**config.mk**
```make
export PLATFORM = sky130hd
export DESIGN_NAME = wt_mem_arbiter
export DESIGN_NICKNAME = d
export VERILOG_FILES = /design/src/rtl/wt_cache_pkg.sv /design/src/rtl/wt_out_cnt.sv /design/src/rtl/wt_mem_arbiter.sv
export SDC_FILE = /design/constraint.sdc
export NUM_CORES = 1
export LEC_CHECK = 0
export CAP_MARGIN = 20
export CORE_AREA = 2 2 154 156
export CTS_BUF_LIST = sky130_fd_sc_hd__clkbuf_8 sky130_fd_sc_hd__clkbuf_16
export CTS_CLUSTER_DIAMETER = 120
export DETAILED_ROUTE_END_ITERATION = 10
export DIE_AREA = 0 0 156 158
export PLACE_DENSITY = 0.44
export SKIP_LAST_GASP = 1
export SLEW_MARGIN = 0
export SYNTH_ARGS = -nofsm -noshare
export SYNTH_HDL_FRONTEND = slang
export SYNTH_SLANG_ARGS = --single-unit
```
**constraint.sdc**
```tcl
create_clock -name clk_i -period 2 [get_ports clk_i]
set_clock_uncertainty 0.1 [all_clocks]
set_input_delay 0.2 -clock clk_i [delete_from_list [all_inputs] [get_ports clk_i]]
set_output_delay 0.2 -clock clk_i [all_outputs]
set_load 0.05 [all_outputs]
```
**src/rtl/wt_cache_pkg.sv**
```systemverilog
// Shared types and defaults for the write-through cache memory-side arbitration.
package wt_cache_pkg;

  localparam int unsigned REQ_WIDTH      = 128;
  localparam int unsigned MAX_OUT_ICACHE = 2;
  localparam int unsigned MAX_OUT_DCACHE = 8;

  typedef enum logic {
    SRC_ICACHE = 1'b0,
    SRC_DCACHE = 1'b1
  } src_e;

  typedef enum logic [1:0] {
    IDLE  = 2'd0,
    GNT_I = 2'd1,
    GNT_D = 2'd2
  } arb_state_e;

endpackage

```
**src/rtl/wt_out_cnt.sv**
```systemverilog
// Outstanding-transaction counter for one source: saturating up/down count,
// limit compare, and underflow detection for returns that have no owner.
module wt_out_cnt #(
  parameter  int unsigned MaxOut   = 8,
  localparam int unsigned CntWidth = $clog2(MaxOut + 1)
) (
  input  logic                clk_i,
  input  logic                rst_ni,
  input  logic                inc_i,
  input  logic                dec_i,
  output logic [CntWidth-1:0] cnt_o,
  output logic                avail_o,
  output logic                underflow_o
);

  logic [CntWidth-1:0] cnt_q;

  assign cnt_o       = cnt_q;
  assign avail_o     = cnt_q < CntWidth'(MaxOut);
  assign underflow_o = dec_i && (cnt_q == '0);

  // NOTE: sequential state uses non-blocking assignments only, so every
  // register samples pre-edge values regardless of process order.
  always_ff @(posedge clk_i or negedge rst_ni) begin
    if (!rst_ni) begin
      cnt_q <= '0;
    end else if (inc_i && !dec_i && avail_o) begin
      cnt_q <= cnt_q + CntWidth'(1);
    end else if (dec_i && !inc_i && !underflow_o) begin
      cnt_q <= cnt_q - CntWidth'(1);
    end
  end

endmodule

```
**src/rtl/wt_mem_arbiter.sv**
```systemverilog
// Round-robin arbiter sharing one memory-side request port between I$ and D$,
// with per-source outstanding limits and source-tagged response routing.
module wt_mem_arbiter
  import wt_cache_pkg::*;
#(
  parameter int unsigned ReqWidth     = REQ_WIDTH,
  parameter int unsigned MaxOutIcache = MAX_OUT_ICACHE,
  parameter int unsigned MaxOutDcache = MAX_OUT_DCACHE
) (
  input  logic                clk_i,
  input  logic                rst_ni,
  input  logic                icache_data_req_i,
  output logic                icache_data_ack_o,
  input  logic [ReqWidth-1:0] icache_data_i,
  input  logic                dcache_data_req_i,
  output logic                dcache_data_ack_o,
  input  logic [ReqWidth-1:0] dcache_data_i,
  output logic                mem_req_o,
  input  logic                mem_ack_i,
  output logic [ReqWidth-1:0] mem_data_o,
  output logic                mem_src_o,
  input  logic                mem_rtrn_vld_i,
  input  logic                mem_rtrn_src_i,
  output logic                icache_rtrn_vld_o,
  output logic                dcache_rtrn_vld_o,
  output logic                busy_o,
  output logic                err_o
);

  localparam int unsigned CntIWidth = $clog2(MaxOutIcache + 1);
  localparam int unsigned CntDWidth = $clog2(MaxOutDcache + 1);

  arb_state_e           state_q, state_d;
  src_e                 rr_last_q, rr_last_d;
  logic [CntIWidth-1:0] cnt_i;
  logic [CntDWidth-1:0] cnt_d;
  logic                 avail_i, avail_d;
  logic                 elig_i, elig_d;
  logic                 underflow_i, underflow_d;
  logic                 err_q;

  // Responses bypass the arbiter state entirely: zero-latency routing by tag.
  assign icache_rtrn_vld_o = mem_rtrn_vld_i && (mem_rtrn_src_i == SRC_ICACHE);
  assign dcache_rtrn_vld_o = mem_rtrn_vld_i && (mem_rtrn_src_i == SRC_DCACHE);

  assign elig_i = icache_data_req_i && avail_i;
  assign elig_d = dcache_data_req_i && avail_d;

  wt_out_cnt #(.MaxOut(MaxOutIcache)) u_cnt_icache (
    .clk_i      (clk_i),
    .rst_ni     (rst_ni),
    .inc_i      (icache_data_ack_o),
    .dec_i      (icache_rtrn_vld_o),
    .cnt_o      (cnt_i),
    .avail_o    (avail_i),
    .underflow_o(underflow_i)
  );

  wt_out_cnt #(.MaxOut(MaxOutDcache)) u_cnt_dcache (
    .clk_i      (clk_i),
    .rst_ni     (rst_ni),
    .inc_i      (dcache_data_ack_o),
    .dec_i      (dcache_rtrn_vld_o),
    .cnt_o      (cnt_d),
    .avail_o    (avail_d),
    .underflow_o(underflow_d)
  );

  // NOTE: every signal written here gets a default first, so no path
  // through the case leaves one unassigned and no latch is inferred.
  always_comb begin
    state_d           = state_q;
    rr_last_d         = rr_last_q;
    mem_req_o         = 1'b0;
    mem_data_o        = '0;
    mem_src_o         = SRC_ICACHE;
    icache_data_ack_o = 1'b0;
    dcache_data_ack_o = 1'b0;
    unique case (state_q)
      IDLE: begin
        if (elig_i && elig_d) begin
          state_d = (rr_last_q == SRC_ICACHE) ? GNT_D : GNT_I;
        end else if (elig_i) begin
          state_d = GNT_I;
        end else if (elig_d) begin
          state_d = GNT_D;
        end
      end
      // On ack the granted source is masked; only the other one can follow.
      GNT_I: begin
        mem_req_o  = 1'b1;
        mem_data_o = icache_data_i;
        mem_src_o  = SRC_ICACHE;
        if (mem_ack_i) begin
          icache_data_ack_o = 1'b1;
          rr_last_d         = SRC_ICACHE;
          state_d           = elig_d ? GNT_D : IDLE;
        end
      end
      GNT_D: begin
        mem_req_o  = 1'b1;
        mem_data_o = dcache_data_i;
        mem_src_o  = SRC_DCACHE;
        if (mem_ack_i) begin
          dcache_data_ack_o = 1'b1;
          rr_last_d         = SRC_DCACHE;
          state_d           = elig_i ? GNT_I : IDLE;
        end
      end
      default: state_d = IDLE;
    endcase
  end

  // rr_last_q resets to D$ so that I$ wins the first tie.
  always_ff @(posedge clk_i or negedge rst_ni) begin
    if (!rst_ni) begin
      state_q   <= IDLE;
      rr_last_q <= SRC_DCACHE;
      err_q     <= 1'b0;
    end else begin
      state_q   <= state_d;
      rr_last_q <= rr_last_d;
      if (underflow_i || underflow_d) begin
        err_q <= 1'b1;
      end
    end
  end

  assign err_o  = err_q;
  assign busy_o = (state_q != IDLE) || (cnt_i != '0) || (cnt_d != '0);

endmodule

```
==> results.ini <==
[status]
status=finished, violations left
violations=setup timing

[die]
core_area_sq_um=23100
start_util=0.114
num_rows=56
die_h_um=158
die_area_sq_um=24600
die_w_um=156
io_pins=399

[finish]
ff_latch_area_sq_um=251
final_nets=1055
n_fill_cell=2053
final_cells=1074
design_area_sq_um=10600
num_antenna_cells=0
syn2layout_area_growth_pct=304
multi_input_area_sq_um=3650
drive_above_1_share=0.538

[global_routing]
antenna_found_initial=0
grt-ovfl-total=0
track_usage=0.163
grt_max_degree=49
grt_pass1_wl_mm=30.6
grt_pass1_vias=4892

[synth]
syn_area_per_cell_sq_um=7.09
synth_seq_cells=10
synth_xor_xnor_area_share=0.00664
synth_compound_area_frac=0.409
muxShareOfSynthArea=0.00854
netlist_area_sq_um=2640
ys.flop_type=dfrtp_1
syn_inst=372
synth-simple-area-share=0.368
synth_top_family_by_area=compound AO/OA/AOI/OAI gates
async_flop_share=1.00
synth-adder-area-share=0.0361
ys_types=38
yosysWarnings=0
synth_edf_count=0
syn_nets=642
ys_seq_area_frac=0.0954

[clock_tree]
clock_latency_ns=0.23
cts.root.buffer_cell=clkbuf_16
clockBufferDepth=2
cts_tree=yes
cts_hold_buf=0
cts_buffers=3
clock-sinks=10
htree_levels=1
path_clk_slew_ns=0.04

[timing]
hold_violations=0
relSlewSlack=0.672
timing.final.crit_share=1.09
fmax_mhz=459
setup_violations=129
fin_hold_ws_ns=0.186
setup_tns_ns=-15.59
post-route-min-period_ns=2.18
rsz0062_at_grt=yes
slew_violations=0
worst_slack_ns=-0.178
worstMarginPinSlew_ns=0.490

[worst_setup_path]
crit_arrival_ns=1.88
worst-path-buf-inv=6
cp-start-kind=flip-flop
r2r_slack_ns=-0.10
crit_path_cell_trace=buf_6, clkinvlp_4, ha_4, buf_12, buf_12, buf_16, nor2b_4, buf_12
worstPathRequired_ns=1.70
path_class=flip-flop to output pin
crit_path_end_kind=output pin
worstPathMaxFanout=6
cpLargestDelayFamily=buffers and inverters
slowest_stage=dfrtp_1
critPathMaxStageDelay_ns=0.37
rr_worst_depth=9
cp.depth=8
critPathMostFrequentCell=buf_12

[routing]
routed_wl_mm=23.0
ant_nets=0
firstDrtPassIters=4
drc=0
via_per_inst=4.38
wl_per_cell_um=21.4
vias=4706
drtIter0Drc=243

[power_and_ir_drop]
vdd_drop_max_mv=0.674
p_per_area_nw_per_um2=1690
p_leak_nw=3.76
total_power_mw=17.9

[placement]
postPlaceCellArea_sq_um=9400
dp.cells=1040
dpl.hpwl_mm=15.6
io_buffer_count=398
place_congestion=0.790

[flow_run]
drv_cap=0

[min_path]
hold_class=primary input to asynchronous set/reset pin

[per-stage QoR]
stage / utilization / worst slack [ns]
3_5_place_dp: 0.408 / -0.269
5_1_grt: 0.462 / -0.257
4_1_cts: 0.455 / -0.208
2_1_floorplan: - / -0.240
6_report: 0.462 / -0.178
3_3_place_gp: 0.408 / -0.213
[worst paths after layout]
| kind | startpoint | endpoint |
|---|---|---|
| max | state_q[1] | mem_data_o[95] |
| min | rst_ni | u_cnt_dcache.cnt_o[1] |
| max reg2reg | state_q[1] | u_cnt_dcache.cnt_o[2] |
| min reg2reg | err_o | err_o |
| max in group asynchronous | rst_ni | rr_last_q |
| min in group clk_i | err_o | err_o |
[cells in the mapped netlist, types with 2 or more instances]
cell type / instances / share of area
nor2b_1: 129 / 0.31
a22oi_1: 128 / 0.36
clkbuf_1: 26 / 0.037
buf_2: 15 / 0.028
nand2_1: 10 / 0.014
dfrtp_1: 9 / 0.085
ha_1: 6 / 0.028
nor2_1: 6 / 0.0085
inv_1: 4 / 0.0057
a21oi_1: 3 / 0.0057
nand3_1: 3 / 0.0057
o21ai_0: 3 / 0.0057
a31oi_1: 2 / 0.0047
nand2b_1: 2 / 0.0047
o32ai_1: 2 / 0.0066
xnor2_1: 2 / 0.0066
[placed cells by master, fill, tap and decap left out, types with 4 or more instances in the layout]
cell and instances:
ha_4 4, buf_6 4, a22oi_1 47, buf_16 13, nand2_1 7, clkdlybuf4s50_1 263
buf_12 149, nor2_1 5, buf_4 17, dfrtp_1 9, a22oi_2 81, clkbuf_16 8
nor2b_4 128
[power breakdown]
group	switching (mW)	total, mW	leakage (nW)	internal [mW]
clock	0.0949	0.357	0.0423	0.262
combinational	8.10	17.2	3.60	9.07
sequential	0.117	0.414	0.114	0.297
total	8.31	17.9	3.76	9.63
[sequential cells by signal, summed over array words and instances, names as in the netlist]
register	count
u_cnt_dcache.cnt_o	4
state_q	2
u_cnt_icache.cnt_o	2
rr_last_q	1
err_o	1
[layout make-up]
cell class / count / area share
clock buffers: 3 / 0.00706
clock inverters: 1 / 0.000353
inverters: 5 / 0.00235
repair buffers: 451 / 0.589
well taps: 290 / 0.0341
multi-input cells: 314 / 0.343
flip-flops and latches: 10 / 0.0236
[cells by family after synthesis]
group | after synthesis
adder cells (fa/ha/maj) | 7
multiplexers | 2
flip-flops | 10
XOR/XNOR | 2
buffers and inverters | 48
AND/OR/NAND/NOR | 158
AO/OA/AOI/OAI | 145
[repair_timing]
action	in CTS	in global routing
endpoints found under the setup margin	131	135
resized for setup	93	36
pin swaps	9	8
gates cloned	14	6
buffers inserted	16	2
[routing by layer]
metal / up-vias / GRT usage / share of wire
met3: 14 / 0.0298 / 0.061
met4: 0 / 0.0218 / 0.013
met1: 2279 / 0.189 / 0.37
met5: - / 0 / 0
li1: 2210 / - / -
met2: 203 / 0.318 / 0.55
Note: power is estimated with default switching activity, not from simulation.
